File: src/rtl/timer_array_pkg.sv
// Shared register map constants for the memory-mapped timer array.
// Byte offsets within a channel window, CTRL bit positions and channel stride.
package timer_array_pkg;

  localparam logic [3:0] OFF_CNT  = 4'h0;
  localparam logic [3:0] OFF_LIM  = 4'h4;
  localparam logic [3:0] OFF_CTRL = 4'h8;
  localparam logic [3:0] OFF_PRE  = 4'hC;

  localparam int CTRL_EN       = 0;
  localparam int CTRL_PERIODIC = 1;
  localparam int CTRL_READY    = 2;
  localparam int CTRL_OVERRUN  = 3;
  localparam int CTRL_IE       = 4;

  localparam int CH_STRIDE = 16;

endpackage

File: src/rtl/timer_channel.sv
// One timer channel: CNT/LIM/CTRL/PRE registers, prescaler and terminal-count logic.
// Read data is combinational and zero unless rd_en; writes land on the clock edge; no backpressure.
// IE bit and irq_req exist only when TIMER_ARRAY_IRQ_EN is defined.
module timer_channel
  import timer_array_pkg::*;
#(
  parameter int BITS      = 32,
  parameter int CNT_WIDTH = 32,
  parameter int PRE_WIDTH = 16,
  parameter int LIM_RESET = 1000
) (
  input  logic            clk,
  input  logic            reset,
  input  logic            wr_en,
  input  logic            rd_en,
  input  logic [3:0]      reg_off,
  input  logic [BITS-1:0] wr_dat,
  output logic [BITS-1:0] rd_dat
`ifdef TIMER_ARRAY_IRQ_EN
  , output logic          irq_req
`endif
);

  logic [CNT_WIDTH-1:0] cnt_q, cnt_d, lim_q, lim_d;
  logic [PRE_WIDTH-1:0] pre_q, pre_d, psc_q, psc_d;
  logic en_q, en_d, per_q, per_d, rdy_q, rdy_d, ovr_q, ovr_d;
  logic ie_q, ie_d;
  logic wr_cnt, wr_lim, wr_ctrl, wr_pre;
  logic tick, terminal;
  logic [4:0] ctrl_v;

  always_comb begin
    wr_cnt  = wr_en && (reg_off == OFF_CNT);
    wr_lim  = wr_en && (reg_off == OFF_LIM);
    wr_ctrl = wr_en && (reg_off == OFF_CTRL);
    wr_pre  = wr_en && (reg_off == OFF_PRE);

    // A CNT/PRE write restarts the prescaler and swallows a coincident tick.
    tick     = en_q && (psc_q == pre_q) && !(wr_cnt || wr_pre);
    terminal = tick && (lim_q != '0) && (cnt_q >= lim_q - CNT_WIDTH'(1));

    psc_d = psc_q;
    if (wr_cnt || wr_pre) psc_d = '0;
    else if (en_q)        psc_d = (psc_q == pre_q) ? '0 : psc_q + PRE_WIDTH'(1);

    cnt_d = cnt_q;
    if (wr_cnt)        cnt_d = CNT_WIDTH'(wr_dat);
    else if (terminal) cnt_d = '0;
    else if (tick)     cnt_d = cnt_q + CNT_WIDTH'(1);

    lim_d = wr_lim ? CNT_WIDTH'(wr_dat) : lim_q;
    pre_d = wr_pre ? PRE_WIDTH'(wr_dat) : pre_q;

    en_d = en_q;
    if (terminal && !per_q) en_d = 1'b0;
    if (wr_ctrl)            en_d = wr_dat[CTRL_EN];
    per_d = wr_ctrl ? wr_dat[CTRL_PERIODIC] : per_q;

    // Sticky flags: software clears, hardware set in the same cycle wins.
    rdy_d = rdy_q;
    if (wr_ctrl && !wr_dat[CTRL_READY]) rdy_d = 1'b0;
    if (terminal)                       rdy_d = 1'b1;
    ovr_d = ovr_q;
    if (wr_ctrl && !wr_dat[CTRL_OVERRUN]) ovr_d = 1'b0;
    if (terminal && rdy_q)                ovr_d = 1'b1;

`ifdef TIMER_ARRAY_IRQ_EN
    ie_d = wr_ctrl ? wr_dat[CTRL_IE] : ie_q;
`else
    ie_d = 1'b0;
`endif
  end

  always_ff @(posedge clk or posedge reset) begin
    if (reset) begin
      cnt_q <= '0;
      lim_q <= CNT_WIDTH'(LIM_RESET);
      pre_q <= '0;
      psc_q <= '0;
      en_q  <= 1'b0;
      per_q <= 1'b0;
      rdy_q <= 1'b0;
      ovr_q <= 1'b0;
      ie_q  <= 1'b0;
    end else begin
      cnt_q <= cnt_d;
      lim_q <= lim_d;
      pre_q <= pre_d;
      psc_q <= psc_d;
      en_q  <= en_d;
      per_q <= per_d;
      rdy_q <= rdy_d;
      ovr_q <= ovr_d;
      ie_q  <= ie_d;
    end
  end

  always_comb begin
    ctrl_v = '0;
    ctrl_v[CTRL_EN]       = en_q;
    ctrl_v[CTRL_PERIODIC] = per_q;
    ctrl_v[CTRL_READY]    = rdy_q;
    ctrl_v[CTRL_OVERRUN]  = ovr_q;
    ctrl_v[CTRL_IE]       = ie_q;
    rd_dat = '0;
    if (rd_en) begin
      case (reg_off)
        OFF_CNT:  rd_dat = BITS'(cnt_q);
        OFF_LIM:  rd_dat = BITS'(lim_q);
        OFF_CTRL: rd_dat = BITS'(ctrl_v);
        OFF_PRE:  rd_dat = BITS'(pre_q);
        default:  rd_dat = '0;
      endcase
    end
  end

`ifdef TIMER_ARRAY_IRQ_EN
  assign irq_req = rdy_q && ie_q;
`endif

endmodule

File: src/rtl/mmio_timer_array.sv
// NUM_CH memory-mapped timer channels on an OR-combined bus; same-cycle reads, registered writes,
// no backpressure. TIMER_ARRAY_IRQ_EN adds the registered irq output (OR of READY & IE).
module mmio_timer_array
  import timer_array_pkg::*;
#(
  parameter int              BITS      = 32,
  parameter int              NUM_CH    = 4,
  parameter int              CNT_WIDTH = 32,
  parameter int              PRE_WIDTH = 16,
  parameter logic [BITS-1:0] BASE      = 32'hF0000200,
  parameter int              LIM_RESET = 1000
) (
  input  logic            clk,
  input  logic            reset,
  input  logic            we,
  input  logic            re,
  input  logic [BITS-1:0] memAddr,
  input  logic [BITS-1:0] dataBusIn,
  output logic [BITS-1:0] dataBusOut
`ifdef TIMER_ARRAY_IRQ_EN
  , output logic          irq
`endif
);

  logic [BITS-1:0] offset;
  logic            hit;
  logic            rd_ok;
  logic [BITS-1:0] ch_rd [NUM_CH];

  always_comb begin
    offset = memAddr - BASE;
    hit    = (offset < BITS'(NUM_CH * CH_STRIDE)) && (offset[1:0] == 2'b00);
    rd_ok  = re && !we && !reset && hit;
  end

`ifdef TIMER_ARRAY_IRQ_EN
  logic [NUM_CH-1:0] irq_req;
  logic              irq_q, irq_d;
`endif

  for (genvar i = 0; i < NUM_CH; i++) begin : g_ch
    logic ch_sel;
    assign ch_sel = (offset[7:4] == 4'(i));
    timer_channel #(
      .BITS      (BITS),
      .CNT_WIDTH (CNT_WIDTH),
      .PRE_WIDTH (PRE_WIDTH),
      .LIM_RESET (LIM_RESET)
    ) u_ch (
      .clk     (clk),
      .reset   (reset),
      .wr_en   (we && hit && ch_sel),
      .rd_en   (rd_ok && ch_sel),
      .reg_off (offset[3:0]),
      .wr_dat  (dataBusIn),
      .rd_dat  (ch_rd[i])
`ifdef TIMER_ARRAY_IRQ_EN
      , .irq_req (irq_req[i])
`endif
    );
  end

  // Unselected channels return zero, so a plain OR is the read mux.
  always_comb begin
    dataBusOut = '0;
    for (int i = 0; i < NUM_CH; i++) dataBusOut = dataBusOut | ch_rd[i];
  end

`ifdef TIMER_ARRAY_IRQ_EN
  assign irq_d = |irq_req;
  always_ff @(posedge clk or posedge reset) begin
    if (reset) irq_q <= 1'b0;
    else       irq_q <= irq_d;
  end
  assign irq = irq_q;
`endif

endmodule

File: config.mk
export PLATFORM = sky130hd
export DESIGN_NAME = mmio_timer_array
export DESIGN_NICKNAME = d
export VERILOG_FILES = /design/src/rtl/timer_array_pkg.sv /design/src/rtl/timer_channel.sv /design/src/rtl/mmio_timer_array.sv
export SDC_FILE = /design/constraint.sdc
export NUM_CORES = 1
export LEC_CHECK = 0
export CAP_MARGIN = 20
export CORE_ASPECT_RATIO = 1.2
export CORE_MARGIN = 2
export CORE_UTILIZATION = 45
export CTS_CLUSTER_SIZE = 14
export DETAILED_ROUTE_END_ITERATION = 10
export GPL_ROUTABILITY_DRIVEN = 0
export PLACE_DENSITY_LB_ADDON = 0.05
export SLEW_MARGIN = 20
export SYNTH_ARGS = -nofsm -noshare
export SYNTH_HDL_FRONTEND = slang
export SYNTH_HIERARCHICAL = 1
export SYNTH_SLANG_ARGS = --single-unit
File: constraint.sdc
create_clock -name clk -period 5.2 [get_ports clk]
set_clock_uncertainty 0.1 [all_clocks]
set_input_delay 1.04 -clock clk [delete_from_list [all_inputs] [get_ports clk]]
set_output_delay 1.04 -clock clk [all_outputs]
set_load 0.01 [all_outputs]
==> results.txt <==
Outcome: completed
Period utilisation layout: 98.3%
R2R setup slack: 0.25 ns
Worst hold path type: reg -> reg
Syn Inst Count: 3134
Slew headroom: 16.5%
Vias: 26600
Routed Antenna Nets: 0
Max-cap violations: 0
Number of global-route vias before repair: 26500
Yosys reg bits: 400
Vias per cell: 6.26
Core Area: 0.0619 sq mm
Layout Nets: 3596
Req. time, crit path: 4.06 ns
Top cell type's share of synthesized area: 33.4%
Crit-path max cell delay: 0.53 ns
Root Buffer: clkbuf_16
Switching power: 1770 uW
Sequential area share after synthesis: 35.7%
Syn Area/Cell: 8.98 sq um
Layout cells sized above 1: 21.2%
Fmax: 196 MHz
Crit end category: output pin
Least-Margin Pin Slew: 1.25 ns
Most frequent cells after synthesis: dfrtp_1, nor2_1, nand2_1, mux2_2, a21oi_1
Most common cell in the synthesized netlist: dfrtp_1
Clock share of power: 50.8%
Post-Layout Cell Count: 4246
Die area: 0.0646 sq mm
Count of pins over their slew limit: 0
Power Internal: 5400 uW
Crit path cell chain: clkdlybuf4s50_1 -> nor4_2 -> buf_4 -> nand4_1 -> o2111a_1 -> nor3_4 -> buf_12 -> nor4_4 -> buf_4 -> nand3_4 -> buf_6 -> nor2_1 -> or4_1 -> buf_2
Drt drc: 0
Num rows: 100
Pwr Density: 213 mW/mm^2
DRT Wirelength: 107000 um
CTS tree: yes
Gr usage total: 32.7%
Post-Syn Area: 0.0281 sq mm
Final count of negative-setup-slack endpoints: 0
Syn-to-layout area delta: 19.9%
Ys async rst share: 100%
HPWL after DPL: 78900 um
DIE WIDTH: 232 um
Final worst setup slack: 0.0900 ns
Total nets after synthesis: 3343
Dpl ws: -0.648 ns
Cell taking the most area after synthesis: dfrtp_1
Synth area leaders: dfrtp_1, mux2_2, ha_1
Max rail drop VDD: 0.000244 V
Port Buffer Count: 99
Share of power burned in registers: 43.4%
Worst-path clk slew: 0.06 ns
Dpl cells: 4145
Critical path class: in -> out
Clk sink count: 400
Pleak: 0.0155 uW
GR Overflow Total: 0
Initial antenna violation count: 5
DR pass1 iterations: 6
CP max-delay cell: or4_1
I/O pin count: 100
Worst Setup Start Kind: input pin
Switching part of the total power: 24.7%
Count of cell types in the netlist: 94
Fin. Hold Viols: 0
# hold bufs at CTS: 0
Comb pwr share: 5.8%
First-pass GRT wire length: 160000 um
Synth Flop Type: dfrtp_1
Min Tclk post-route: 5.11 ns
Cell repeated most along the worst path: buf_4
Die H: 278 um
H-tree depth: 2
Unrepaired setup endpoints after global routing: yes
Critical path's top delay family: simple AND/OR/NAND/NOR gates
Initial Utilization: 45.4%
Hold slack: 0.421 ns
WL/cell: 25.2 um
Largest net degree at the start of global routing: 79
Clock Tree Buf Depth: 3
Yosys Warn Count: 6
EDFF count, synth: 0
Clock Latency Late Sink: 0.62 ns
CTS Buf Count: 49
Largest fanout on the critical path: 8
Crit path DAT: 3.97 ns
DRT iter0 DRCs: 2213
Buf/Inv on CP: 6
power groups by stage:
stage          Clock [uW]  Combinational (uW)  Sequential [uW]
2_1_floorplan           0                 131             3170
3_3_place_gp            0                 402             3170
3_5_place_dp            0                 403             3170
4_1_cts              3720                 408             3110
5_1_grt              3840                 431             3110
6_report             3650                 413             3120
kinds of logic after synthesis:
family,count (synthesis),share of synthesized area [%]
xor+xnor,243,7.56
flops,400,35.7
compound gates,638,14.7
fa+ha+maj,141,6.27
simple gates,1189,21.7
buf+inv,260,3.84
mux,263,10.2
worst register-to-register path: cells and delay by family, from the launching register on:
kind                       cells  cell delay, ns
and+or+nand+nor               11            3.13
buffers and inverters          1            0.19
AOI/OAI and AO/OA              2            0.57
xor gates and xnor gates       1            0.10
adders and majority gates      1            0.30
DFF                            1            0.44
cell type report:
type	count	area (sq um)
clock buffer	70	1470
sequential	400	10000
antenna	2	5.00
clock inverter	22	250
multi-input combinational	2474	17400
fill	5699	28200
inverter	111	429
tap	816	1020
timing repair buffer	351	3180
metrics by stage:
step | instance area (sq um) | setup TNS, ns | total power, uW | util [%]
6_report | 33700 | 0 | 7170 | 54.5
5_1_grt | 33700 | -0.0124 | 7390 | 54.5
4_1_cts | 33600 | 0 | 7240 | 54.3
3_5_place_dp | 31800 | -36.49 | 3570 | 51.3
3_3_place_gp | 31800 | -29.41 | 3570 | 51.3
2_1_floorplan | 28100 | 0 | 3300 | -
cells in the final DEF (no fill, tap or decap), drive strengths merged, types with 10 or more instances in the layout:
master,netlist,final
nor3,93,93
nor2,368,368
a221o,12,12
o221ai,17,17
ha,141,141
a21oi,193,193
clkdlybuf4s50,0,51
a21o,18,18
nor4,75,75
nand2,239,239
o31ai,12,12
or4,55,55
xnor2,161,161
nand3,100,100
a22o,14,14
dfrtp,376,376
xor2,82,82
nand3b,14,14
nand4,91,91
and3,24,24
mux2i,65,65
clkbuf,104,78
dfstp,24,24
or2,17,17
and4,10,10
clkinv,0,13
nor3b,14,14
a22oi,128,128
o21ai,148,148
mux2,198,198
nand2b,17,17
a32oi,22,22
and2,22,22
buf,43,286
or3,28,28
inv,111,112
sequential cells by signal, summed over array words and instances, names as in the netlist:
register,cells
g_ch.u_ch/psc_q,64
g_ch.u_ch/lim_q,128
g_ch.u_ch/cnt_q,128
g_ch.u_ch/per_q,4
g_ch.u_ch/en_q,4
g_ch.u_ch/pre_q,64
g_ch.u_ch/ovr_q,4
g_ch.u_ch/rdy_q,4
final timing paths:
kind	to	from	cells after the start
setup / recovery	dataBusOut[25]	memAddr[22]	14
hold / removal	g_ch[3].u_ch/ovr_q$_DFFE_PP0P_	g_ch[3].u_ch/rdy_q$_DFFE_PP0P_	2
setup reg to reg	g_ch[2].u_ch/cnt_q[28]$_DFFE_PP0P_	g_ch[2].u_ch/lim_q[1]$_DFFE_PP0P_	16
max in group asynchronous	g_ch[2].u_ch/lim_q[6]$_DFFE_PP1P_	reset	4
hold reg to reg	g_ch[3].u_ch/ovr_q$_DFFE_PP0P_	g_ch[3].u_ch/rdy_q$_DFFE_PP0P_	2
min in group asynchronous	g_ch[1].u_ch/psc_q[12]$_DFFE_PP0P_	reset	3
metal layers:
metal,GRT usage [%],part of all wire [%],vias to the layer above,wire length [um]
li1,-,-,12000,-
met1,39.1,39,13100,41500
met2,55.4,48,1065,51700
met3,5.35,6.5,359,6920
met4,18.5,6.2,4,6640
met5,0,0.018,-,19
what timing repair did:
| action | in CTS | in global routing |
|---|---|---|
| buffers inserted | 3 | 3 |
| gates resized for setup | 169 | 57 |
| pin swaps | 14 | 29 |
| cloned | 3 | 0 |
| setup endpoints to repair | 32 | 71 |
Note: power is estimated with default switching activity, not from simulation.
